[config.mk]
export PLATFORM = sky130hd
export DESIGN_NAME = ft_nmr_voter
export DESIGN_NICKNAME = d
export VERILOG_FILES = /design/src/rtl/ft_pkg.sv /design/src/rtl/ft_majority_vote.sv /design/src/rtl/ft_nmr_voter.sv
export SDC_FILE = /design/constraint.sdc
export NUM_CORES = 1
export LEC_CHECK = 0
export CAP_MARGIN = 10
export CELL_PAD_IN_SITES_DETAIL_PLACEMENT = 0
export CELL_PAD_IN_SITES_GLOBAL_PLACEMENT = 1
export CORE_ASPECT_RATIO = 1.2
export CORE_MARGIN = 5
export CORE_UTILIZATION = 35
export DETAILED_ROUTE_END_ITERATION = 16
export PLACE_DENSITY_LB_ADDON = 0.2
export SKIP_CTS_REPAIR_TIMING = 1
export SLEW_MARGIN = 10
export SYNTH_ARGS = -nofsm -noshare
export SYNTH_HDL_FRONTEND = slang
export SYNTH_SLANG_ARGS = --single-unit
export TNS_END_PERCENT = 5
[constraint.sdc]
create_clock -name clk -period 9.36 [get_ports clk]
set_input_delay 1.872 -clock clk [delete_from_list [all_inputs] [get_ports clk]]
set_output_delay 1.872 -clock clk [all_outputs]
set_load 0.05 [all_outputs]
[src/rtl/ft_pkg.sv]
// ============================================================================
// Module      : ft_pkg
// Description : Shared state encoding and helpers for the NMR voter.
// Revision    : 1.0 - initial release
// ============================================================================
`default_nettype none

package ft_pkg;

    typedef enum logic [1:0] {
        MONITOR = 2'd0,
        RECOVER = 2'd1,
        SYNC    = 2'd2,
        FATAL   = 2'd3
    } ft_state_e;

    // Widest channel vector the helpers accept; callers zero-extend into it.
    localparam int c_max_ch = 32;

    function automatic int unsigned popcount(input logic [c_max_ch-1:0] v);
        int unsigned n;
        n = 0;
        for (int i = 0; i < c_max_ch; i++) begin
            if (v[i]) n++;
        end
        return n;
    endfunction

endpackage

`default_nettype wire

[src/rtl/ft_majority_vote.sv]
// ============================================================================
// Module      : ft_majority_vote
// Description : Combinational strict-majority vote over the active lanes.
// Revision    : 1.0 - initial release
// ============================================================================
`default_nettype none

module ft_majority_vote
    import ft_pkg::*;
#(
    parameter int WIDTH  = 32,
    parameter int NUM_CH = 3
) (
    input  logic [NUM_CH*WIDTH-1:0] result,
    input  logic [NUM_CH-1:0]       active,
    output logic [WIDTH-1:0]        winner,
    output logic                    winner_ok,
    output logic [NUM_CH-1:0]       disagree
);

    logic [NUM_CH-1:0] w_agree;
    int unsigned       w_n_active;

    // Lowest-index active lane agreeing with more than half of the active set wins.
    always_comb begin : p_vote
        winner     = '0;
        winner_ok  = 1'b0;
        disagree   = '0;
        w_agree    = '0;
        w_n_active = popcount(c_max_ch'(active));
        for (int i = 0; i < NUM_CH; i++) begin
            for (int j = 0; j < NUM_CH; j++) begin
                w_agree[j] = active[j] &&
                             (result[j*WIDTH +: WIDTH] == result[i*WIDTH +: WIDTH]);
            end
            if (active[i] && !winner_ok &&
                (2 * popcount(c_max_ch'(w_agree)) > w_n_active)) begin
                winner    = result[i*WIDTH +: WIDTH];
                winner_ok = 1'b1;
            end
        end
        for (int j = 0; j < NUM_CH; j++) begin
            disagree[j] = winner_ok && active[j] &&
                          (result[j*WIDTH +: WIDTH] != winner);
        end
    end

endmodule

`default_nettype wire

[src/rtl/ft_nmr_voter.sv]
// ============================================================================
// Module      : ft_nmr_voter
// Description : N-modular redundancy voter with per-channel recovery/resync.
// Revision    : 1.0 - initial release
// ============================================================================
`default_nettype none

module ft_nmr_voter
    import ft_pkg::*;
#(
    parameter int WIDTH        = 32,
    parameter int NUM_CH       = 3,
    parameter int RESET_CYCLES = 8,
    parameter int SYNC_TIMEOUT = 64,
    parameter int MAX_RETRY    = 2,
    parameter int CNT_W        = 16
) (
    input  logic                    clk,
    input  logic                    reset,
    input  logic                    valid,
    input  logic [NUM_CH*WIDTH-1:0] result,
    output logic [WIDTH-1:0]        data,
    output logic                    data_valid,
    output logic                    signal,
    output logic [NUM_CH-1:0]       core_reset,
    output logic [NUM_CH-1:0]       fault_mask,
    output logic [NUM_CH-1:0]       dead_mask,
    output logic                    fatal,
    output logic [CNT_W-1:0]        error_count
);

    localparam int c_tmr_max = (RESET_CYCLES > SYNC_TIMEOUT) ? RESET_CYCLES : SYNC_TIMEOUT;
    localparam int c_tmr_w   = $clog2(c_tmr_max + 1);
    localparam int c_retry_w = $clog2(MAX_RETRY + 2);

    localparam logic [c_tmr_w-1:0]   c_hold_load    = c_tmr_w'(RESET_CYCLES);
    localparam logic [c_tmr_w-1:0]   c_timeout_last = c_tmr_w'(SYNC_TIMEOUT - 1);
    localparam logic [c_retry_w-1:0] c_retry_max    = c_retry_w'(MAX_RETRY);

    ft_state_e              r_state, w_state_nxt;
    logic [WIDTH-1:0]       r_data, w_data_nxt;
    logic                   r_dv, w_dv_nxt;
    logic                   r_sig, w_sig_nxt;
    logic [NUM_CH-1:0]      r_core_reset, w_cr_nxt;
    logic [NUM_CH-1:0]      r_fault_mask, w_fm_nxt;
    logic [NUM_CH-1:0]      r_dead_mask, w_dm_nxt;
    logic                   r_fatal, w_fatal_nxt;
    logic [CNT_W-1:0]       r_err, w_err_nxt, w_err_inc;
    logic [c_tmr_w-1:0]     r_tmr, w_tmr_nxt;
    logic [c_retry_w-1:0]   r_retry     [NUM_CH];
    logic [c_retry_w-1:0]   w_retry_nxt [NUM_CH];

    logic [WIDTH-1:0]       w_winner;
    logic                   w_win_ok;
    logic [NUM_CH-1:0]      w_disagree;
    logic [NUM_CH-1:0]      w_match;
    logic [NUM_CH-1:0]      w_recovering;
    logic [NUM_CH-1:0]      w_requeue;

    ft_majority_vote #(
        .WIDTH  (WIDTH),
        .NUM_CH (NUM_CH)
    ) u_vote (
        .result    (result),
        .active    (~r_fault_mask),
        .winner    (w_winner),
        .winner_ok (w_win_ok),
        .disagree  (w_disagree)
    );

    // Masked lanes are compared too, so a recovered channel can be readmitted.
    for (genvar gi = 0; gi < NUM_CH; gi++) begin : g_match
        assign w_match[gi] = (result[gi*WIDTH +: WIDTH] == w_winner);
    end

    assign w_recovering = r_fault_mask & ~r_dead_mask;
    assign w_err_inc    = (&r_err) ? r_err : r_err + CNT_W'(1);

    always_comb begin : p_next
        w_state_nxt = r_state;
        w_data_nxt  = r_data;
        w_dv_nxt    = 1'b0;
        w_sig_nxt   = 1'b0;
        w_cr_nxt    = r_core_reset;
        w_fm_nxt    = r_fault_mask;
        w_dm_nxt    = r_dead_mask;
        w_fatal_nxt = r_fatal;
        w_err_nxt   = r_err;
        w_tmr_nxt   = r_tmr;
        w_retry_nxt = r_retry;
        w_requeue   = '0;

        if (r_state != FATAL) begin
            if (valid && !w_win_ok) begin
                w_state_nxt = FATAL;
                w_fatal_nxt = 1'b1;
                w_cr_nxt    = '1;
                w_err_nxt   = w_err_inc;
            end else begin
                if (valid) begin
                    w_data_nxt = w_winner;
                    w_dv_nxt   = 1'b1;
                end
                if (valid && (|w_disagree)) begin
                    // Whole masked set is reset again when a new lane drops out.
                    w_sig_nxt   = 1'b1;
                    w_err_nxt   = w_err_inc;
                    w_fm_nxt    = r_fault_mask | w_disagree;
                    w_cr_nxt    = w_fm_nxt & ~r_dead_mask;
                    w_state_nxt = RECOVER;
                    w_tmr_nxt   = c_hold_load;
                    for (int i = 0; i < NUM_CH; i++) begin
                        if (w_disagree[i]) w_retry_nxt[i] = r_retry[i] + c_retry_w'(1);
                    end
                end else if (r_state == RECOVER) begin
                    if (r_tmr <= c_tmr_w'(1)) begin
                        w_state_nxt = SYNC;
                        w_cr_nxt    = '0;
                        w_tmr_nxt   = '0;
                    end else begin
                        w_tmr_nxt = r_tmr - c_tmr_w'(1);
                    end
                end else if (r_state == SYNC) begin
                    if (r_tmr >= c_timeout_last) begin
                        for (int i = 0; i < NUM_CH; i++) begin
                            if (w_recovering[i]) begin
                                if (r_retry[i] >= c_retry_max) begin
                                    w_dm_nxt[i] = 1'b1;
                                end else begin
                                    w_retry_nxt[i] = r_retry[i] + c_retry_w'(1);
                                    w_requeue[i]   = 1'b1;
                                end
                            end
                        end
                        if (|w_requeue) begin
                            w_state_nxt = RECOVER;
                            w_tmr_nxt   = c_hold_load;
                            w_cr_nxt    = w_requeue;
                        end else begin
                            w_state_nxt = MONITOR;
                            w_tmr_nxt   = '0;
                            w_cr_nxt    = '0;
                        end
                    end else begin
                        w_tmr_nxt = r_tmr + c_tmr_w'(1);
                        if (valid) begin
                            w_fm_nxt = r_fault_mask & ~(w_recovering & w_match);
                            for (int i = 0; i < NUM_CH; i++) begin
                                if (w_recovering[i] && w_match[i]) w_retry_nxt[i] = '0;
                            end
                            if ((w_recovering & ~w_match) == '0) begin
                                w_state_nxt = MONITOR;
                                w_tmr_nxt   = '0;
                            end
                        end
                    end
                end
            end
        end
    end

    always_ff @(posedge clk) begin : p_regs
        if (reset) begin
            r_state      <= MONITOR;
            r_data       <= '0;
            r_dv         <= 1'b0;
            r_sig        <= 1'b0;
            r_core_reset <= '0;
            r_fault_mask <= '0;
            r_dead_mask  <= '0;
            r_fatal      <= 1'b0;
            r_err        <= '0;
            r_tmr        <= '0;
            for (int i = 0; i < NUM_CH; i++) r_retry[i] <= '0;
        end else begin
            r_state      <= w_state_nxt;
            r_data       <= w_data_nxt;
            r_dv         <= w_dv_nxt;
            r_sig        <= w_sig_nxt;
            r_core_reset <= w_cr_nxt;
            r_fault_mask <= w_fm_nxt;
            r_dead_mask  <= w_dm_nxt;
            r_fatal      <= w_fatal_nxt;
            r_err        <= w_err_nxt;
            r_tmr        <= w_tmr_nxt;
            r_retry      <= w_retry_nxt;
        end
    end

    assign data        = r_data;
    assign data_valid  = r_dv;
    assign signal      = r_sig;
    assign core_reset  = r_core_reset;
    assign fault_mask  = r_fault_mask;
    assign dead_mask   = r_dead_mask;
    assign fatal       = r_fatal;
    assign error_count = r_err;

endmodule

`default_nettype wire

## After elaboration in Yosys (flattened, before gate mapping)

Index checks and enable logic that the tools add are counted.

- Output and inout bits: 60
- Flip-flop bits (word level): 75
- Logic and storage cells: 224

- Add/sub/neg operators: 13
- Reductions and logical operators: 55
- Magnitude comparators: 8
- Bitwise operators: 14
- Muxes and demuxes: 92
- Equality and inequality tests: 27

Operator list:

| cell | count |
|---|---|
| == test 32 bit | 9 |
| 2-to-1 mux 32 bit | 4 |
| 2-to-1 mux 31 bit | 4 |
| > comparator 32 bit | 3 |
| != test 32 bit | 3 |
| adder 31 x 1 -> 31 bit (second input constant) | 3 |
| 2-to-1 mux 7 bit | 7 |
| 2-to-1 mux 16 bit | 3 |
| 2-to-1 mux 2 bit | 23 |
| 2-to-1 mux 3 bit | 12 |
| 2-to-1 mux 1 bit | 33 |
| adder 32 x 1 -> 32 bit (second input constant) | 1 |
| 2-to-1 mux 6 bit | 5 |
| AND reduction 9 bit | 3 |
| AND reduction 8 bit | 3 |
| logical AND 1 bit | 22 |
| != test 3 bit (second input constant) | 6 |
| adder 16 x 1 -> 16 bit (second input constant) | 1 |
| AND reduction 16 bit | 1 |
| AND 3 bit | 5 |
| nonzero test 3 bit | 5 |
| != test 2 bit (second input constant) | 6 |
| NOT 3 bit | 4 |
| nonzero test 5 bit | 2 |
| 23 further kinds | 41 |

## Logic depth before layout (Yosys ltp)

Gate-level depths: netlist of the first run.

- Word-level depth: 31
- Gate-level depth with buffers: 30

## Hierarchy

Synthesis of the first run repeated with hierarchy kept, for this count alone.

- Cells, all modules: 1377
- Area total of the unflattened synthesis: 9761.9 sq um

Modules (own cells, without submodules):

| module | area each (sq um) | instances | seq. area each (sq um) | cells an instance |
|---|---|---|---|---|
| ft_majority_vote | 5037.3 | 1 | 0.0 | 782 |
| ft_nmr_voter | 4724.5 | 1 | 1501.4 | 595 |

## Worst setup path after synthesis of the first run

Ideal clock, no wire load.

- Kind: input to register
- Start point: input result[5]
- End point: register r_state[0]
- Arrival: 7.590 ns
- Setup time: 0.116 ns
- Cell stages on the path: 25
- Path buffers: 3
- Slack: 1.654 ns
- Path through: clkbuf_1 > xnor2_1 > nand4_1 > nor4_1 > nand3_1 > or2_2 > nor2_1 > ha_1 > xnor2_1 > ha_1 > and3_1 > o21a_1 > nor2_1 > clkbuf_1 > buf_1 > o21ai_0 > o21ai_0 > mux2i_1 > or4_1 > nor4_4 > nor2_2 > a211o_4 > o31ai_4 > or4b_1 > o211a_1

- Longest elaborated chain between the ends: 22
- Elaborated cells between the ends (all ways): 63
- Those cells by class: add/sub: 5; order compare: 3; eq/ne: 11; mux: 16; bitwise: 2; reduce/logical: 26

RTL lines:

| element | line | RTL |
|---|---|---|
| start: declaration | ft_nmr_voter.sv:21 | `input logic [NUM_CH*WIDTH-1:0] result,` |
| == test 32 bit | ft_majority_vote.sv:34 | `(result[j*WIDTH +: WIDTH] == result[i*WIDTH +: WIDTH]);` |
| logical AND 1 bit | ft_majority_vote.sv:33 | `w_agree[j] = active[j] &&` |
| 2-to-1 mux 31 bit | ft_pkg.sv:24 | `if (v[i]) n++;` |
| adder 31 x 1 -> 31 bit | ft_pkg.sv:24 |  |
| 2-to-1 mux 31 bit | ft_pkg.sv:24 |  |
| > comparator 32 bit | ft_majority_vote.sv:37 | `(2 * popcount(c_max_ch'(w_agree)) > w_n_active)) begin` |
| logical AND 1 bit | ft_majority_vote.sv:36 | `if (active[i] && !winner_ok &&` |
| 2-to-1 mux 1 bit | ft_majority_vote.sv:36 |  |
| (+5 left out) | - |  |
| logical AND 1 bit (2 in a row) | ft_majority_vote.sv:36 |  |
| 2-to-1 mux 32 bit / 2-to-1 mux 1 bit (equally long branches) | ft_majority_vote.sv:36 |  |
| != test 32 bit, or another cell as far along | ft_majority_vote.sv:44 | `(result[j*WIDTH +: WIDTH] != winner);` |
| logical AND 1 bit / NOT 3 bit (equally long branches) | ft_majority_vote.sv:43, ft_nmr_voter.sv:151 |  |
| OR reduction 3 bit / AND 3 bit (equally long branches) | ft_nmr_voter.sv:104, ft_nmr_voter.sv:151 |  |
| logical AND 1 bit / zero test 3 bit (equally long branches) | ft_nmr_voter.sv:104, ft_nmr_voter.sv:151 |  |
| != test 4 x 3 -> 1 bit (no line), or another cell as far along | - |  |
| AND reduction 5 bit (no line) / 2-to-1 mux 2 bit (equally long branches) | - |  |
| end signal: assignment | ft_nmr_voter.sv:176 | `r_state <= w_state_nxt;` |
| end: declaration | ft_nmr_voter.sv:40 | `ft_state_e r_state, w_state_nxt;` |

Several ways; a longest one is shown, not always the timed one.
A chain may end at the register's enable or synchronous reset.

## Worst setup path in the final report of the first run

- Start point: input result[8]
- End point: register r_err[13] (netlist: error_count[13])

- Longest elaborated chain between the ends: 22
- Elaborated cells between the ends (all ways): 53
- Those cells by class: add/sub: 5; order compare: 3; eq/ne: 7; mux: 15; reduce/logical: 23

RTL lines:

| element | line | RTL |
|---|---|---|
| == test 32 bit | ft_majority_vote.sv:34 |  |
| logical AND 1 bit | ft_majority_vote.sv:33 |  |
| 2-to-1 mux 31 bit | ft_pkg.sv:24 |  |
| adder 31 x 1 -> 31 bit | ft_pkg.sv:24 |  |
| 2-to-1 mux 31 bit | ft_pkg.sv:24 |  |
| > comparator 32 bit | ft_majority_vote.sv:37 |  |
| logical AND 1 bit | ft_majority_vote.sv:36 |  |
| 2-to-1 mux 1 bit | ft_majority_vote.sv:36 |  |
| (+5 left out) | - |  |
| logical AND 1 bit (2 in a row) | ft_majority_vote.sv:36 |  |
| 2-to-1 mux 32 bit / 2-to-1 mux 1 bit (equally long branches) | ft_majority_vote.sv:36 |  |
| != test 32 bit / logical AND 1 bit (equally long branches) | ft_majority_vote.sv:44, ft_majority_vote.sv:43 |  |
| logical AND 1 bit | ft_majority_vote.sv:43 | `disagree[j] = winner_ok && active[j] &&` |
| OR reduction 3 bit | ft_nmr_voter.sv:104 | `if (valid && (\|w_disagree)) begin` |
| logical AND 1 bit | ft_nmr_voter.sv:104 |  |
| nonzero test 2 bit (no line) | - |  |
| AND reduction 2 bit (no line) | - |  |
| end signal: assignment | ft_nmr_voter.sv:184 | `r_err <= w_err_nxt;` |
| end: declaration | ft_nmr_voter.sv:48 | `logic [CNT_W-1:0] r_err, w_err_nxt, w_err_inc;` |

Several ways; a longest one is shown, not always the timed one.

==> out/qor.json, run 1 <==
{
  "clock_sinks": {"value": 75},
  "synth_cells": {"value": 1261},
  "slew_violations": {"value": 0},
  "worst_reg2reg_path_depth": {"value": 19},
  "worst_pin_slew": {"value": 1.13, "unit": "ns"},
  "cts.clk_slew.worst_paths": {"value": 0.07, "unit": "ns"},
  "p_per_cell_area": {"value": 92.5, "unit": "nW/um^2"},
  "total_die_area": {"value": 28600, "unit": "um^2"},
  "cp_data_required_time": {"value": 9.60, "unit": "ns"},
  "area_taken_by_multi_input_logic_gates": {"value": 6500, "unit": "um^2"},
  "hold_depth": {"value": 2},
  "vias_per_cell": {"value": 6.46},
  "layout.filler_cells": {"value": 2613},
  "floorplan.core_area": {"value": 24800, "unit": "um^2"},
  "cts_tree": {"value": "done"},
  "grt_max_degree": {"value": 75},
  "timing_worst_setup_path_type": {"value": "primary input to flop"},
  "cts_max_level": {"value": 3},
  "postSynthAreaPerCell": {"value": 7.01, "unit": "um^2"},
  "floorplan.die.width": {"value": 155, "unit": "um"},
  "dr_total_vias": {"value": 11400},
  "timing.final.hold_violations": {"value": 0},
  "fp-row-count": {"value": 63},
  "critPathLaunchType": {"value": "primary input"},
  "post-synth-top-area-cell": {"value": "sky130_fd_sc_hd__dfxtp_1"},
  "port_buffers": {"value": 158},
  "gr-usage-all-layers": {"value": 0.365},
  "r2r-start": {"value": "fault_mask[1]"},
  "postLayoutCellArea": {"value": 11600, "unit": "um^2"},
  "fin_crit": {"value": 8.76, "unit": "ns"},
  "dpl.hpwl": {"value": 43.9, "unit": "mm"},
  "first_global_vias": {"value": 11200},
  "routed_wirelength": {"value": 53.7, "unit": "mm"},
  "synthesis.area": {"value": 8840, "unit": "um^2"},
  "ys_types": {"value": 86},
  "place_area": {"value": 11300, "unit": "um^2"},
  "diodes": {"value": 0},
  "cts_inserted_buffers": {"value": 9},
  "global_route_wire_length_before_repair": {"value": 76.9, "unit": "mm"},
  "routed_wire_length_per_instance": {"value": 30.4, "unit": "um"},
  "synth_flop_cell": {"value": "sky130_fd_sc_hd__dfxtp_1"},
  "worst_r2r_endpoint": {"value": "error_count[13]"},
  "outcome": {"value": "finished clean"},
  "total_area_of_sequential_cells": {"value": 1500, "unit": "um^2"},
  "synth.ff_latch_count": {"value": 75},
  "gp_congestion": {"value": 1.08},
  "remaining_drc_errors": {"value": 0},
  "synth_top_cells_by_area": {"value": "sky130_fd_sc_hd__dfxtp_1 17%, sky130_fd_sc_hd__xnor2_1 6.7%, sky130_fd_sc_hd__a21oi_1 4.9%"},
  "timing.final.setup_violations": {"value": 0},
  "fraction_of_the_yosys_area_taken_by_sequential_cells": {"value": 0.170},
  "syn2layout_area_growth": {"value": 31.2, "unit": "%"},
  "final.period_utilization": {"value": 0.936},
  "async_flop_share": {"value": 0},
  "drive_above_1_share": {"value": 0.127},
  "hold-path-endpoint": {"value": "data[31]"},
  "antenna_violations_before_repair": {"value": 1},
  "rsz0062_at_grt": {"value": "false"},
  "post_detailed_route_count_of_antenna_violating_nets": {"value": 0},
  "clock-skew-final": {"value": 0.0147, "unit": "ns"},
  "cp_max_fo": {"value": 8},
  "drv.max_cap_violation_count": {"value": 0},
  "endpoint_kind": {"value": "flop"},
  "peak_vdd_ir": {"value": 0.0663, "unit": "mV"},
  "starting_density_of_the_core": {"value": 0.356},
  "synth_commonest_cells": {"value": "116 x sky130_fd_sc_hd__nand2_1, 92 x sky130_fd_sc_hd__nor2_1, 90 x sky130_fd_sc_hd__inv_1, 87 x sky130_fd_sc_hd__a21oi_1, 86 x sky130_fd_sc_hd__clkbuf_1"},
  "maxClockFrequency": {"value": 114, "unit": "MHz"},
  "final_net_count": {"value": 1562},
  "cts.root.buffer_cell": {"value": "sky130_fd_sc_hd__clkbuf_16"},
  "floorplan.io_pins": {"value": 159},
  "count_of_flip_flops_with_a_built_in_enable_after_synthesis": {"value": 0},
  "netlist.area_leader.share": {"value": 0.170},
  "synthesis.nets": {"value": 1384},
  "first_pass_iters": {"value": 5},
  "cts-root-to-sink-buffers": {"value": 2},
  "p_leak": {"value": 0.00434, "unit": "uW"},
  "drt_iter0_drc": {"value": 1469},
  "synth_warnings": {"value": 0},
  "regToRegSetupSlack": {"value": 2.87, "unit": "ns"},
  "worstHoldStart": {"value": "data[31]"},
  "worst_ep_arrival_time": {"value": 9.00, "unit": "ns"},
  "grt.overflow.total": {"value": 0},
  "synth.most_common_cell": {"value": "sky130_fd_sc_hd__nand2_1"},
  "accumulated_negative_setup_slack": {"value": 0, "unit": "ns"},
  "worst_skew_pair_later_pin_latency": {"value": 0.36, "unit": "ns"},
  "die_y": {"value": 184, "unit": "um"},
  "max_slew_margin": {"value": 0.240},
  "holdCritPathClass": {"value": "flop to flop"}
}
logic make-up (layout without fill, tap and decap cells):
| group | after synthesis | after routing | share of synthesized area |
|---|---|---|---|
| adders and majority gates | 24 | 24 | 0.0340 |
| buffers and inverters | 207 | 390 | 0.0964 |
| muxes | 24 | 24 | 0.0291 |
| AOI/OAI and AO/OA | 398 | 398 | 0.320 |
| and+or+nand+nor | 437 | 437 | 0.256 |
| xor gates and xnor gates | 96 | 96 | 0.0951 |
| DFF | 75 | 75 | 0.170 |
final cells by class:
cell class,instances,share of cell area
clock buffer,9,0.0194
clock inverter,7,0.00604
inverter,91,0.0294
multi-input combinational,979,0.561
sequential,75,0.129
tap,325,0.0350
timing repair buffer,283,0.220
layer usage:
metal	global-route usage	vias up	wire, um
met2	0.580	841	23900
met1	0.426	5347	19600
met4	0.308	2	5760
li1	-	5001	-
met5	0	-	19
met3	0.0653	242	4500
worst max-delay path by stage:
stage / slack (ns) / depth (start not counted) / from / to
floorplan: 1.65 / 25 / result[5] / r_state[0]
global placement: 0.39 / 28 / result[8] / error_count[5]
detailed placement: 0.45 / 28 / result[8] / error_count[13]
CTS: 0.80 / 28 / result[8] / error_count[13]
global route: 0.40 / 28 / result[8] / fault_mask[0]
finish: 0.60 / 28 / result[8] / error_count[13]
power breakdown:
part           internal (uW)  switching (uW)  leakage [uW]  total, uW
Combinational            146             243       0.00359        389
Clock                    187             160      0.000142        346
Sequential               328            9.92      0.000606        338
through the flow:
step | worst slack (ns) | power, uW | hold WS, ns | std cells | utilization
floorplan | 1.65 | 542 | 0.439 | 1261 | -
global placement | 0.390 | 725 | 0.441 | 1753 | 0.455
detailed placement | 0.453 | 719 | 0.446 | 1753 | 0.455
CTS | 0.801 | 1070 | 0.456 | 1769 | 0.467
global route | 0.398 | 1110 | 0.465 | 1769 | 0.467
finish | 0.602 | 1070 | 0.453 | 1769 | 0.467
flip-flops by register name, summed over array words and instances, names as in the netlist:
name         flops
core_reset       3
data            32
data_valid       1
dead_mask        3
error_count     16
fatal            1
fault_mask       3
r_retry          6
r_state          2
r_tmr            7
signal           1
critical path: stages:
cell,delay [ns]
sky130_fd_sc_hd__clkdlybuf4s50_1,0.72
sky130_fd_sc_hd__inv_1,0.18
sky130_fd_sc_hd__nand2_1,0.29
sky130_fd_sc_hd__nand4_1,0.29
sky130_fd_sc_hd__nor4_1,0.25
sky130_fd_sc_hd__nand2_1,0.22
sky130_fd_sc_hd__nor3_1,0.19
sky130_fd_sc_hd__nand2_1,0.10
sky130_fd_sc_hd__inv_1,0.06
sky130_fd_sc_hd__ha_1,0.15
sky130_fd_sc_hd__inv_1,0.04
sky130_fd_sc_hd__mux2i_1,0.13
sky130_fd_sc_hd__ha_1,0.28
sky130_fd_sc_hd__a21oi_1,0.23
sky130_fd_sc_hd__a311oi_2,0.08
sky130_fd_sc_hd__buf_4,0.21
sky130_fd_sc_hd__a31o_2,0.33
sky130_fd_sc_hd__buf_4,0.20
sky130_fd_sc_hd__o211ai_2,0.26
sky130_fd_sc_hd__a21oi_1,0.07
sky130_fd_sc_hd__o21ai_0,0.59
sky130_fd_sc_hd__nor4b_1,0.63
sky130_fd_sc_hd__nand2_1,0.32
sky130_fd_sc_hd__a211oi_2,0.40
sky130_fd_sc_hd__a31oi_1,0.22
sky130_fd_sc_hd__buf_4,0.21
sky130_fd_sc_hd__nand4_1,0.10
sky130_fd_sc_hd__mux2_2,0.35
cell usage in the layout, fill, tap and decap left out, types with 20 or more instances in the layout:
master / n
sky130_fd_sc_hd__ha_1: 24
sky130_fd_sc_hd__buf_4: 122
sky130_fd_sc_hd__a211oi_1: 22
sky130_fd_sc_hd__nand3_1: 32
sky130_fd_sc_hd__nor2b_1: 20
sky130_fd_sc_hd__nor3_1: 30
sky130_fd_sc_hd__xnor2_1: 68
sky130_fd_sc_hd__a21oi_1: 87
sky130_fd_sc_hd__o22ai_1: 23
sky130_fd_sc_hd__nand2_1: 116
sky130_fd_sc_hd__a32oi_1: 20
sky130_fd_sc_hd__nand4_1: 33
sky130_fd_sc_hd__dfxtp_1: 75
sky130_fd_sc_hd__nand2b_1: 27
sky130_fd_sc_hd__clkdlybuf4s50_1: 157
sky130_fd_sc_hd__o21ai_0: 59
sky130_fd_sc_hd__o211ai_1: 25
sky130_fd_sc_hd__xor2_1: 28
sky130_fd_sc_hd__inv_1: 90
sky130_fd_sc_hd__a31oi_1: 20
sky130_fd_sc_hd__nor2_1: 90
Note: power is estimated with default switching activity, not from simulation.
==> run 2: changes to the inputs <==
--- a/config.mk
+++ b/config.mk
@@ -9,8 +9,7 @@
 export CELL_PAD_IN_SITES_DETAIL_PLACEMENT = 0
 export CELL_PAD_IN_SITES_GLOBAL_PLACEMENT = 1
 export CORE_ASPECT_RATIO = 1.2
-export CORE_MARGIN = 5
-export CORE_UTILIZATION = 35
+export CORE_UTILIZATION = 39
 export DETAILED_ROUTE_END_ITERATION = 16
 export PLACE_DENSITY_LB_ADDON = 0.2
 export SKIP_CTS_REPAIR_TIMING = 1
==> run 2 against run 1 <==
- setup slack got worse by 0.31 ns
- global-route usage increased by 10 points
- final area increased by 3.0%
==> out/qor.json, run 2 (synthesized netlist as in run 1, its figures left out) <==
{
  "max_slew_margin": {"value": 0.233},
  "worst_pin_slew": {"value": 1.15, "unit": "ns"},
  "final_util": {"value": 0.536},
  "clock-skew-final": {"value": 0.0104, "unit": "ns"},
  "cts_tree": {"value": "done"},
  "worst_skew_pair_later_pin_latency": {"value": 0.36, "unit": "ns"},
  "cts.clk_slew.worst_paths": {"value": 0.07, "unit": "ns"},
  "total_die_area": {"value": 23300, "unit": "um^2"},
  "rsz0062_at_grt": {"value": "false"},
  "cts_max_level": {"value": 3},
  "design_power_total": {"value": 1090, "unit": "uW"},
  "power.share.sequential": {"value": 0.310},
  "grt_use_met3": {"value": 0.110},
  "routed_wire_length_per_instance": {"value": 30.9, "unit": "um"},
  "mostFrequentLayoutCells": {"value": "169 x sky130_fd_sc_hd__buf_4, 157 x sky130_fd_sc_hd__clkdlybuf4s50_1, 116 x sky130_fd_sc_hd__nand2_1, 90 x sky130_fd_sc_hd__inv_1, 90 x sky130_fd_sc_hd__nor2_1"},
  "cp_data_required_time": {"value": 9.56, "unit": "ns"},
  "p_leak": {"value": 0.00457, "unit": "uW"},
  "drive_above_1_share": {"value": 0.157},
  "cp_max_fo": {"value": 14},
  "p_int": {"value": 664, "unit": "uW"},
  "maxClockFrequency": {"value": 110, "unit": "MHz"},
  "clock_sinks": {"value": 75},
  "dpl.hpwl": {"value": 43.1, "unit": "mm"},
  "cts-root-to-sink-buffers": {"value": 2},
  "critPathBufInv": {"value": 12},
  "grt.overflow.total": {"value": 0},
  "sw_frac_of_total": {"value": 0.391},
  "holdCritPathClass": {"value": "flop to flop"},
  "routed_wirelength": {"value": 54.7, "unit": "mm"},
  "critical_path.most_common_cell": {"value": "sky130_fd_sc_hd__buf_4"},
  "outcome": {"value": "finished clean"},
  "drv.max_cap_violation_count": {"value": 0},
  "slew_violations": {"value": 0},
  "antenna_violations_before_repair": {"value": 4},
  "use_met2": {"value": 0.737},
  "cts_inserted_buffers": {"value": 9},
  "remaining_drc_errors": {"value": 0},
  "first_global_vias": {"value": 11700},
  "p_per_cell_area": {"value": 91.2, "unit": "nW/um^2"},
  "cts.root.buffer_cell": {"value": "sky130_fd_sc_hd__clkbuf_16"},
  "layout.filler_cells": {"value": 2255},
  "fin_crit": {"value": 9.07, "unit": "ns"},
  "timing.final.setup_violations": {"value": 0},
  "starting_density_of_the_core": {"value": 0.397},
  "clock_power_share": {"value": 0.327},
  "dr_total_vias": {"value": 12000},
  "cp_slowest_stage_delay": {"value": 0.90, "unit": "ns"},
  "global_route_wire_length_before_repair": {"value": 78.8, "unit": "mm"},
  "post_detailed_route_count_of_antenna_violating_nets": {"value": 0},
  "gp_congestion": {"value": 1.20},
  "max_ffs_per_register": {"value": 32},
  "worst_ep_arrival_time": {"value": 9.27, "unit": "ns"},
  "gr_peak_layer": {"value": "met2"},
  "peak_vdd_ir": {"value": 0.0952, "unit": "mV"},
  "total_area_of_sequential_cells": {"value": 1500, "unit": "um^2"},
  "worst_path_dominant_cell_family": {"value": "buffers and inverters"},
  "final_common_cell": {"value": "sky130_fd_sc_hd__buf_4"},
  "numPlacedInstances": {"value": 1756},
  "timing_worst_setup_path_type": {"value": "primary input to flop"},
  "final.period_utilization": {"value": 0.969},
  "final_net_count": {"value": 1611},
  "grt_use_met1": {"value": 0.544},
  "gr-usage-all-layers": {"value": 0.469},
  "timing.final.hold_violations": {"value": 0},
  "floorplan.io_pins": {"value": 159},
  "vias_per_cell": {"value": 6.79},
  "floorplan.core_area": {"value": 22300, "unit": "um^2"},
  "fp-row-count": {"value": 60},
  "grt_max_degree": {"value": 75},
  "critPathLaunchType": {"value": "primary input"},
  "critical_path_slowest_stage_cell": {"value": "sky130_fd_sc_hd__a2111oi_0"},
  "area_taken_by_multi_input_logic_gates": {"value": 6520, "unit": "um^2"},
  "power.combinational.fraction": {"value": 0.363},
  "endpoint_kind": {"value": "flop"},
  "finish.cell_count_without_fillers": {"value": 1773},
  "p_sw": {"value": 426, "unit": "uW"},
  "port_buffers": {"value": 158},
  "first_pass_iters": {"value": 6},
  "die_y": {"value": 167, "unit": "um"},
  "floorplan.die.width": {"value": 139, "unit": "um"},
  "drt_iter0_drc": {"value": 1455},
  "syn2layout_area_growth": {"value": 35.2, "unit": "%"},
  "accumulated_negative_setup_slack": {"value": 0, "unit": "ns"}
}
-- run 2: cell count changes in the layout (fill, tap and decap cells not counted), sizes merged --
cell	before	now
diode	0	1
buf	126	175
-- run 2: area by class of cell --
class,count,area share
multi-input combinational,979,0.545
timing repair buffer,332,0.246
sequential,75,0.126
tap,279,0.0292
inverter,91,0.0286
clock buffer,9,0.0188
clock inverter,7,0.00565
antenna,1,0.000209
-- run 2: power groups by stage --
stage               combinational [uW]  sequential (uW)  clock [uW]
finish                             396              337         357
floorplan                          186              357           0
detailed placement                 373              344           0
global route                       409              339         372
CTS                                375              337         360
global placement                   376              344           0
-- run 2: metrics by stage --
| step | worst slack, ns | hold WS (ns) | cell area [um^2] |
|---|---|---|---|
| after floorplan | 1.65 | 0.439 | 8840 |
| after global placement | 0.196 | 0.440 | 11700 |
| after detailed placement | 0.381 | 0.443 | 11700 |
| after CTS | 0.709 | 0.452 | 11900 |
| after global routing | 0.177 | 0.469 | 12000 |
| final | 0.293 | 0.453 | 12000 |
-- run 2: final timing paths --
check | from | endpoint | slack (ns) | depth (start not counted)
worst max register to register | fault_mask[2] | fault_mask[0] | 2.73 | 24
worst max-delay path | result[29] | fault_mask[0] | 0.29 | 31
worst min-delay path | data[21] | data[21] | 0.45 | 2
worst min register to register | data[21] | data[21] | 0.45 | 2
-- run 2: worst register-to-register path, cell delays in order (launching register included) --
cell	delay [ns]
sky130_fd_sc_hd__dfxtp_1	0.76
sky130_fd_sc_hd__clkinv_1	0.71
sky130_fd_sc_hd__o21ai_0	0.55
sky130_fd_sc_hd__ha_1	0.23
sky130_fd_sc_hd__a21oi_1	0.09
sky130_fd_sc_hd__a311oi_2	0.26
sky130_fd_sc_hd__buf_4	0.19
sky130_fd_sc_hd__buf_4	0.16
sky130_fd_sc_hd__nor2_1	0.05
sky130_fd_sc_hd__buf_4	0.21
sky130_fd_sc_hd__buf_4	0.21
sky130_fd_sc_hd__a32oi_1	0.22
sky130_fd_sc_hd__buf_4	0.14
sky130_fd_sc_hd__buf_4	0.10
sky130_fd_sc_hd__nor2_1	0.03
sky130_fd_sc_hd__a2111oi_0	0.90
sky130_fd_sc_hd__nand4_1	0.17
sky130_fd_sc_hd__buf_4	0.22
sky130_fd_sc_hd__nor4_2	0.15
sky130_fd_sc_hd__buf_4	0.17
sky130_fd_sc_hd__or4_1	0.14
sky130_fd_sc_hd__buf_4	0.12
sky130_fd_sc_hd__a21boi_1	0.14
sky130_fd_sc_hd__nor3_1	0.39
sky130_fd_sc_hd__a311oi_1	0.17
-- run 2: per-layer routing --
layer	routed length (um)	share of wire
met1	19300	0.35
met5	31	0.00057
met4	5430	0.099
met3	6120	0.11
met2	23900	0.44
==> run 3: changes to the inputs <==
--- a/config.mk
+++ b/config.mk
@@ -9,8 +9,10 @@
 export CELL_PAD_IN_SITES_DETAIL_PLACEMENT = 0
 export CELL_PAD_IN_SITES_GLOBAL_PLACEMENT = 1
 export CORE_ASPECT_RATIO = 1.2
+export CORE_MARGIN = 4
 export CORE_UTILIZATION = 39
 export DETAILED_ROUTE_END_ITERATION = 16
+export HOLD_SLACK_MARGIN = 0.06
 export PLACE_DENSITY_LB_ADDON = 0.2
 export SKIP_CTS_REPAIR_TIMING = 1
 export SLEW_MARGIN = 10
==> run 3 against run 2 <==
- clock skew increased by 0.00066 ns
- global-route usage is 7.2 points lower
- fmax rose by 1.5%
- clock-buffer cell count stayed put
- sequential cell count is the same
- final cell count is 0.11% higher
==> out/qor.json, run 3 (synthesized netlist as in run 1, its figures left out) <==
{
  "worst_path_dominant_cell_family": {"value": "simple AND/OR/NAND/NOR gates"},
  "rsz0062_at_grt": {"value": "false"},
  "cts-root-to-sink-buffers": {"value": 2},
  "clock_sinks": {"value": 75},
  "grt_max_degree": {"value": 75},
  "timing_worst_setup_path_type": {"value": "primary input to flop"},
  "floorplan.core_area": {"value": 22400, "unit": "um^2"},
  "worstHoldStart": {"value": "data[24]"},
  "floorplan.die.width": {"value": 145, "unit": "um"},
  "dr_total_vias": {"value": 11800},
  "worst_skew_pair_later_pin_latency": {"value": 0.35, "unit": "ns"},
  "antenna_violations_before_repair": {"value": 1},
  "grt.overflow.total": {"value": 0},
  "clock-skew-final": {"value": 0.0110, "unit": "ns"},
  "peak_vdd_ir": {"value": 0.0807, "unit": "mV"},
  "cts_tree": {"value": "done"},
  "cp.depth": {"value": 27},
  "routed_wirelength": {"value": 52.4, "unit": "mm"},
  "critPathBufInv": {"value": 5},
  "final_util": {"value": 0.535},
  "hold_depth": {"value": 2},
  "final.period_utilization": {"value": 0.954},
  "timing.final.hold_violations": {"value": 0},
  "worst_ep_arrival_time": {"value": 9.17, "unit": "ns"},
  "critPathLaunchType": {"value": "primary input"},
  "cp_slowest_stage_delay": {"value": 0.74, "unit": "ns"},
  "holdCritPathClass": {"value": "flop to flop"},
  "fp-row-count": {"value": 60},
  "first_pass_iters": {"value": 6},
  "max_ffs_per_register": {"value": 32},
  "cp_data_required_time": {"value": 9.60, "unit": "ns"},
  "maxClockFrequency": {"value": 112, "unit": "MHz"},
  "total_die_area": {"value": 25200, "unit": "um^2"},
  "dpl.hpwl": {"value": 42.5, "unit": "mm"},
  "p_leak": {"value": 0.00459, "unit": "uW"},
  "final_common_cell": {"value": "sky130_fd_sc_hd__buf_4"},
  "max_slew_margin": {"value": 0.248},
  "syn2layout_area_growth": {"value": 35.5, "unit": "%"},
  "cts_max_level": {"value": 3},
  "final_net_count": {"value": 1614},
  "diodes": {"value": 0},
  "cts_inserted_buffers": {"value": 9},
  "die_y": {"value": 173, "unit": "um"},
  "remaining_drc_errors": {"value": 0},
  "worst_reg2reg_path_depth": {"value": 20},
  "p_per_cell_area": {"value": 90.0, "unit": "nW/um^2"},
  "critical_path.most_common_cell": {"value": "sky130_fd_sc_hd__buf_4"},
  "first_global_vias": {"value": 11300},
  "starting_density_of_the_core": {"value": 0.395},
  "gp_congestion": {"value": 1.18},
  "global_route_wire_length_before_repair": {"value": 75.3, "unit": "mm"},
  "drt_iter0_drc": {"value": 1475},
  "cts.root.buffer_cell": {"value": "sky130_fd_sc_hd__clkbuf_16"},
  "mostFrequentLayoutCells": {"value": "171 x sky130_fd_sc_hd__buf_4, 157 x sky130_fd_sc_hd__clkdlybuf4s50_1, 116 x sky130_fd_sc_hd__nand2_1, 90 x sky130_fd_sc_hd__inv_1, 90 x sky130_fd_sc_hd__nor2_1"},
  "outcome": {"value": "finished clean"},
  "floorplan.io_pins": {"value": 159},
  "fin_crit": {"value": 8.93, "unit": "ns"},
  "drv.max_cap_violation_count": {"value": 0},
  "post_detailed_route_count_of_antenna_violating_nets": {"value": 0},
  "timing.final.setup_violations": {"value": 0},
  "cts.clk_slew.worst_paths": {"value": 0.07, "unit": "ns"},
  "cp_max_fo": {"value": 15},
  "critical_path_slowest_stage_cell": {"value": "sky130_fd_sc_hd__clkdlybuf4s50_1"},
  "slew_violations": {"value": 0},
  "vias_per_cell": {"value": 6.62},
  "routed_wire_length_per_instance": {"value": 29.5, "unit": "um"},
  "r2r-start": {"value": "fault_mask[2]"},
  "crit_path_start": {"value": "result[6]"},
  "worst_pin_slew": {"value": 1.13, "unit": "ns"},
  "drive_above_1_share": {"value": 0.158},
  "gr-usage-all-layers": {"value": 0.398},
  "port_buffers": {"value": 158},
  "endpoint_kind": {"value": "flop"},
  "accumulated_negative_setup_slack": {"value": 0, "unit": "ns"}
}
==> run 3: changes by cell type in the layout (fill, tap and decap cells not counted), sizes merged <==
| cell | before | now |
|---|---|---|
| buf | 175 | 177 |
| inv | 94 | 95 |
| clkdlybuf4s18 | 0 | 1 |
| clkinv | 3 | 2 |
| diode | 1 | 0 |
==> run 3: per-layer routing <==
layer,track usage,up-vias,share of wire,wire [um]
met5,0,-,0.00027,14
met4,0.308,2,0.10,5260
met3,0.0634,251,0.092,4820
met2,0.656,863,0.45,23600
met1,0.459,5526,0.36,18700
li1,-,5117,-,-
==> run 3: report_power, final <==
part / total, uW / leakage [uW] / internal [uW] / switching (uW)
Sequential: 337 / 0.000606 / 328 / 9.42
Clock: 354 / 0.000141 / 187 / 167
Combinational: 387 / 0.00384 / 150 / 237
==> run 3: layout make-up <==
| type | instances | area (um^2) |
|---|---|---|
| Clock buffer | 9 | 225 |
| Clock inverter | 7 | 65.1 |
| Fill cell | 2237 | 10400 |
| Inverter | 91 | 342 |
| Multi-Input combinational cell | 979 | 6530 |
| Sequential cell | 75 | 1500 |
| Tap cell | 279 | 349 |
| Timing Repair Buffer | 335 | 2970 |
==> run 3: tightest hold or removal path, delay by kind of cell, from the launching register on <==
family	cells	cell delay (ns)
flops	1	0.31
simple gates	1	0.05
compound gates	1	0.05
==> run 3: path summary, 6_finish.rpt <==
path,to,slack (ns)
max,error_count[4],0.43
min,data[24],0.45
max reg2reg,error_count[4],2.71
min reg2reg,data[24],0.45
==> run 3: stage by stage <==
step	power [uW]	instances	hold WS, ns	setup WS [ns]	cell area [um^2]
final	1080	1775	0.451	0.429	12000
after CTS	1070	1775	0.452	0.628	12000
after global placement	718	1758	0.441	0.00714	11700
after floorplan	542	1261	0.439	1.65	8840
after global routing	1110	1775	0.474	0.299	12000
after detailed placement	716	1759	0.443	0.267	11700
==> patch (flow settings as in run 3) <==
Register the inputs `valid` and `result` before use, without a reset. The logic sees them one clock later.
--- a/src/rtl/ft_nmr_voter.sv
+++ b/src/rtl/ft_nmr_voter.sv
@@ -37,6 +37,14 @@
     localparam logic [c_tmr_w-1:0]   c_timeout_last = c_tmr_w'(SYNC_TIMEOUT - 1);
     localparam logic [c_retry_w-1:0] c_retry_max    = c_retry_w'(MAX_RETRY);
 
+    logic valid_q;
+    logic [NUM_CH*WIDTH-1:0] result_q;
+
+    always_ff @(posedge clk) begin
+        valid_q  <= valid;
+        result_q <= result;
+    end
+
     ft_state_e              r_state, w_state_nxt;
     logic [WIDTH-1:0]       r_data, w_data_nxt;
     logic                   r_dv, w_dv_nxt;
@@ -61,7 +69,7 @@
         .WIDTH  (WIDTH),
         .NUM_CH (NUM_CH)
     ) u_vote (
-        .result    (result),
+        .result    (result_q),
         .active    (~r_fault_mask),
         .winner    (w_winner),
         .winner_ok (w_win_ok),
@@ -70,7 +78,7 @@
 
     // Masked lanes are compared too, so a recovered channel can be readmitted.
     for (genvar gi = 0; gi < NUM_CH; gi++) begin : g_match
-        assign w_match[gi] = (result[gi*WIDTH +: WIDTH] == w_winner);
+        assign w_match[gi] = (result_q[gi*WIDTH +: WIDTH] == w_winner);
     end
 
     assign w_recovering = r_fault_mask & ~r_dead_mask;
@@ -91,17 +99,17 @@
         w_requeue   = '0;
 
         if (r_state != FATAL) begin
-            if (valid && !w_win_ok) begin
+            if (valid_q && !w_win_ok) begin
                 w_state_nxt = FATAL;
                 w_fatal_nxt = 1'b1;
                 w_cr_nxt    = '1;
                 w_err_nxt   = w_err_inc;
             end else begin
-                if (valid) begin
+                if (valid_q) begin
                     w_data_nxt = w_winner;
                     w_dv_nxt   = 1'b1;
                 end
-                if (valid && (|w_disagree)) begin
+                if (valid_q && (|w_disagree)) begin
                     // Whole masked set is reset again when a new lane drops out.
                     w_sig_nxt   = 1'b1;
                     w_err_nxt   = w_err_inc;
@@ -143,7 +151,7 @@
                         end
                     end else begin
                         w_tmr_nxt = r_tmr + c_tmr_w'(1);
-                        if (valid) begin
+                        if (valid_q) begin
                             w_fm_nxt = r_fault_mask & ~(w_recovering & w_match);
                             for (int i = 0; i < NUM_CH; i++) begin
                                 if (w_recovering[i] && w_match[i]) w_retry_nxt[i] = '0;
Function: changed (a bounded check fails within 4 cycles, from zero or initial values and one cycle with reset high).
==> patch against run 3 <==
- routed wire length is 0.26% lower
- sequential cell count is 97 higher
- non-clock buffer count is 136 lower
- final area is 10% higher
- area after synthesis is 22% higher
- worst setup slack better by 860 ps
- count of clock-buffer cells in the layout is 9 higher
- power is 110% higher
==> patch: results (changes against run 3) <==
run_status:
  status: "finished clean"  # unchanged
cells_and_area:
  largest_register_ffs: 96  # was 32
  nets: 1582  # was 1614
  drive_above_1_share_pct: 6.73  # was 15.8%
timing:
  fin_worst_skew_ps: 12.3  # was 11.0 ps
  maxSlewHeadroom_pct: 26.7  # was 24.8%
yosys:
  synth.distinct_cells: 85  # was 86
  synthTopCellsByCount: "dfxtp_1, nor2_1, nand2_1"  # was nand2_1, nor2_1, inv_1
  seq_area_frac_synth_pct: 31.9  # was 17.0%
  syn_avg_cell_area_sq_um: 7.93  # was 7.01 sq um
  syn-num-nets: 1482  # was 1384
worst_setup_path:
  crit_path_max_incr_delay_ps: 980  # was 740 ps
  cp.arrival_ps: 8450  # was 9170 ps
  crit_fanout: 29  # was 15
  critical_path.top_delay_family: "compound AO/OA/AOI/OAI gates"  # was simple AND/OR/NAND/NOR gates
  critPathSlowestCell: "a221oi_1"  # was clkdlybuf4s50_1
power_and_ir_drop:
  peakVddDrop_mv: 0.0959  # was 0.0807 mV
  swShare_pct: 37.4  # was 38.3%
  p_leak_nw: 4.98  # was 4.59 nW
global_routing:
  grt_first_pass_wirelength_um: 75100  # was 75300 um
  grt_pass1_vias: 11300  # about the same
  grt_max_degree: 75  # unchanged
  grtUsageTotal_pct: 33.4  # was 39.8%
placement:
  dp_cells: 1779  # was 1759
  dp_hpwl_um: 40000  # was 42500 um
  pre_cts_ws_ps: 1460  # was 267 ps
  gp_congestion: 1.07  # was 1.18
clock_tree:
  htreeDepth: 4  # was 3
  cts_made_buffers: 17  # was 9
routing:
  vias_per_cell: 6.45  # was 6.62
  num_vias: 11700  # was 11800
  wl_per_cell_um: 28.9  # was 29.5 um
[patch: through the flow]
stage          cell area (sq um)  power, mW
6_report                   13200       2.22
5_1_grt                    13200       2.30
3_3_place_gp               12600       1.49
2_1_floorplan              10800       1.24
4_1_cts                    13200       2.22
3_5_place_dp               12600       1.49
[patch: worst paths after layout]
path	to	from	depth (start not counted)	slack, ps
max	error_count[13]$_SDFFE_PP0P_	result_q[8]$_DFF_P_	21	1290
min	core_reset[1]$_SDFFE_PP0P_	core_reset[1]$_SDFFE_PP0P_	2	460
max reg2reg	error_count[13]$_SDFFE_PP0P_	result_q[8]$_DFF_P_	21	1290
min reg2reg	core_reset[1]$_SDFFE_PP0P_	core_reset[1]$_SDFFE_PP0P_	2	460
[patch: cell families (layout without fill, tap and decap cells)]
logic type,Yosys count,in the layout,synth area share [%]
xor+xnor,118,118,9.59
simple gates,443,443,20.7
mux,16,16,1.53
fa+ha+maj,24,24,2.79
flops,172,172,31.9
buf+inv,208,321,7.70
compound gates,378,378,25.8
[patch: per-layer routing]
layer	vias to the layer above	GRT usage, %	share of wire [%]
met3	213	5.55	8.2
met5	-	0	0.021
met4	2	23.4	8.4
met1	5555	39.5	37
met2	778	55.2	46
li1	5141	-	-
[patch: cell type report]
cell class,instances,area [sq um],area share [%]
multi-input cells,979,6540,49.4
well taps,340,425,3.22
repair buffers,199,1880,14.2
clock buffers,18,429,3.24
inverters,90,338,2.55
flip-flops and latches,172,3440,26.0
clock inverters,14,173,1.31
[patch: power groups by stage]
stage          registers, mW  clock network, mW  logic [mW]
2_1_floorplan          0.875                  0       0.369
3_3_place_gp           0.888                  0       0.605
3_5_place_dp           0.888                  0       0.605
4_1_cts                0.871              0.737       0.607
5_1_grt                0.879              0.763       0.660
6_report               0.875              0.722       0.619
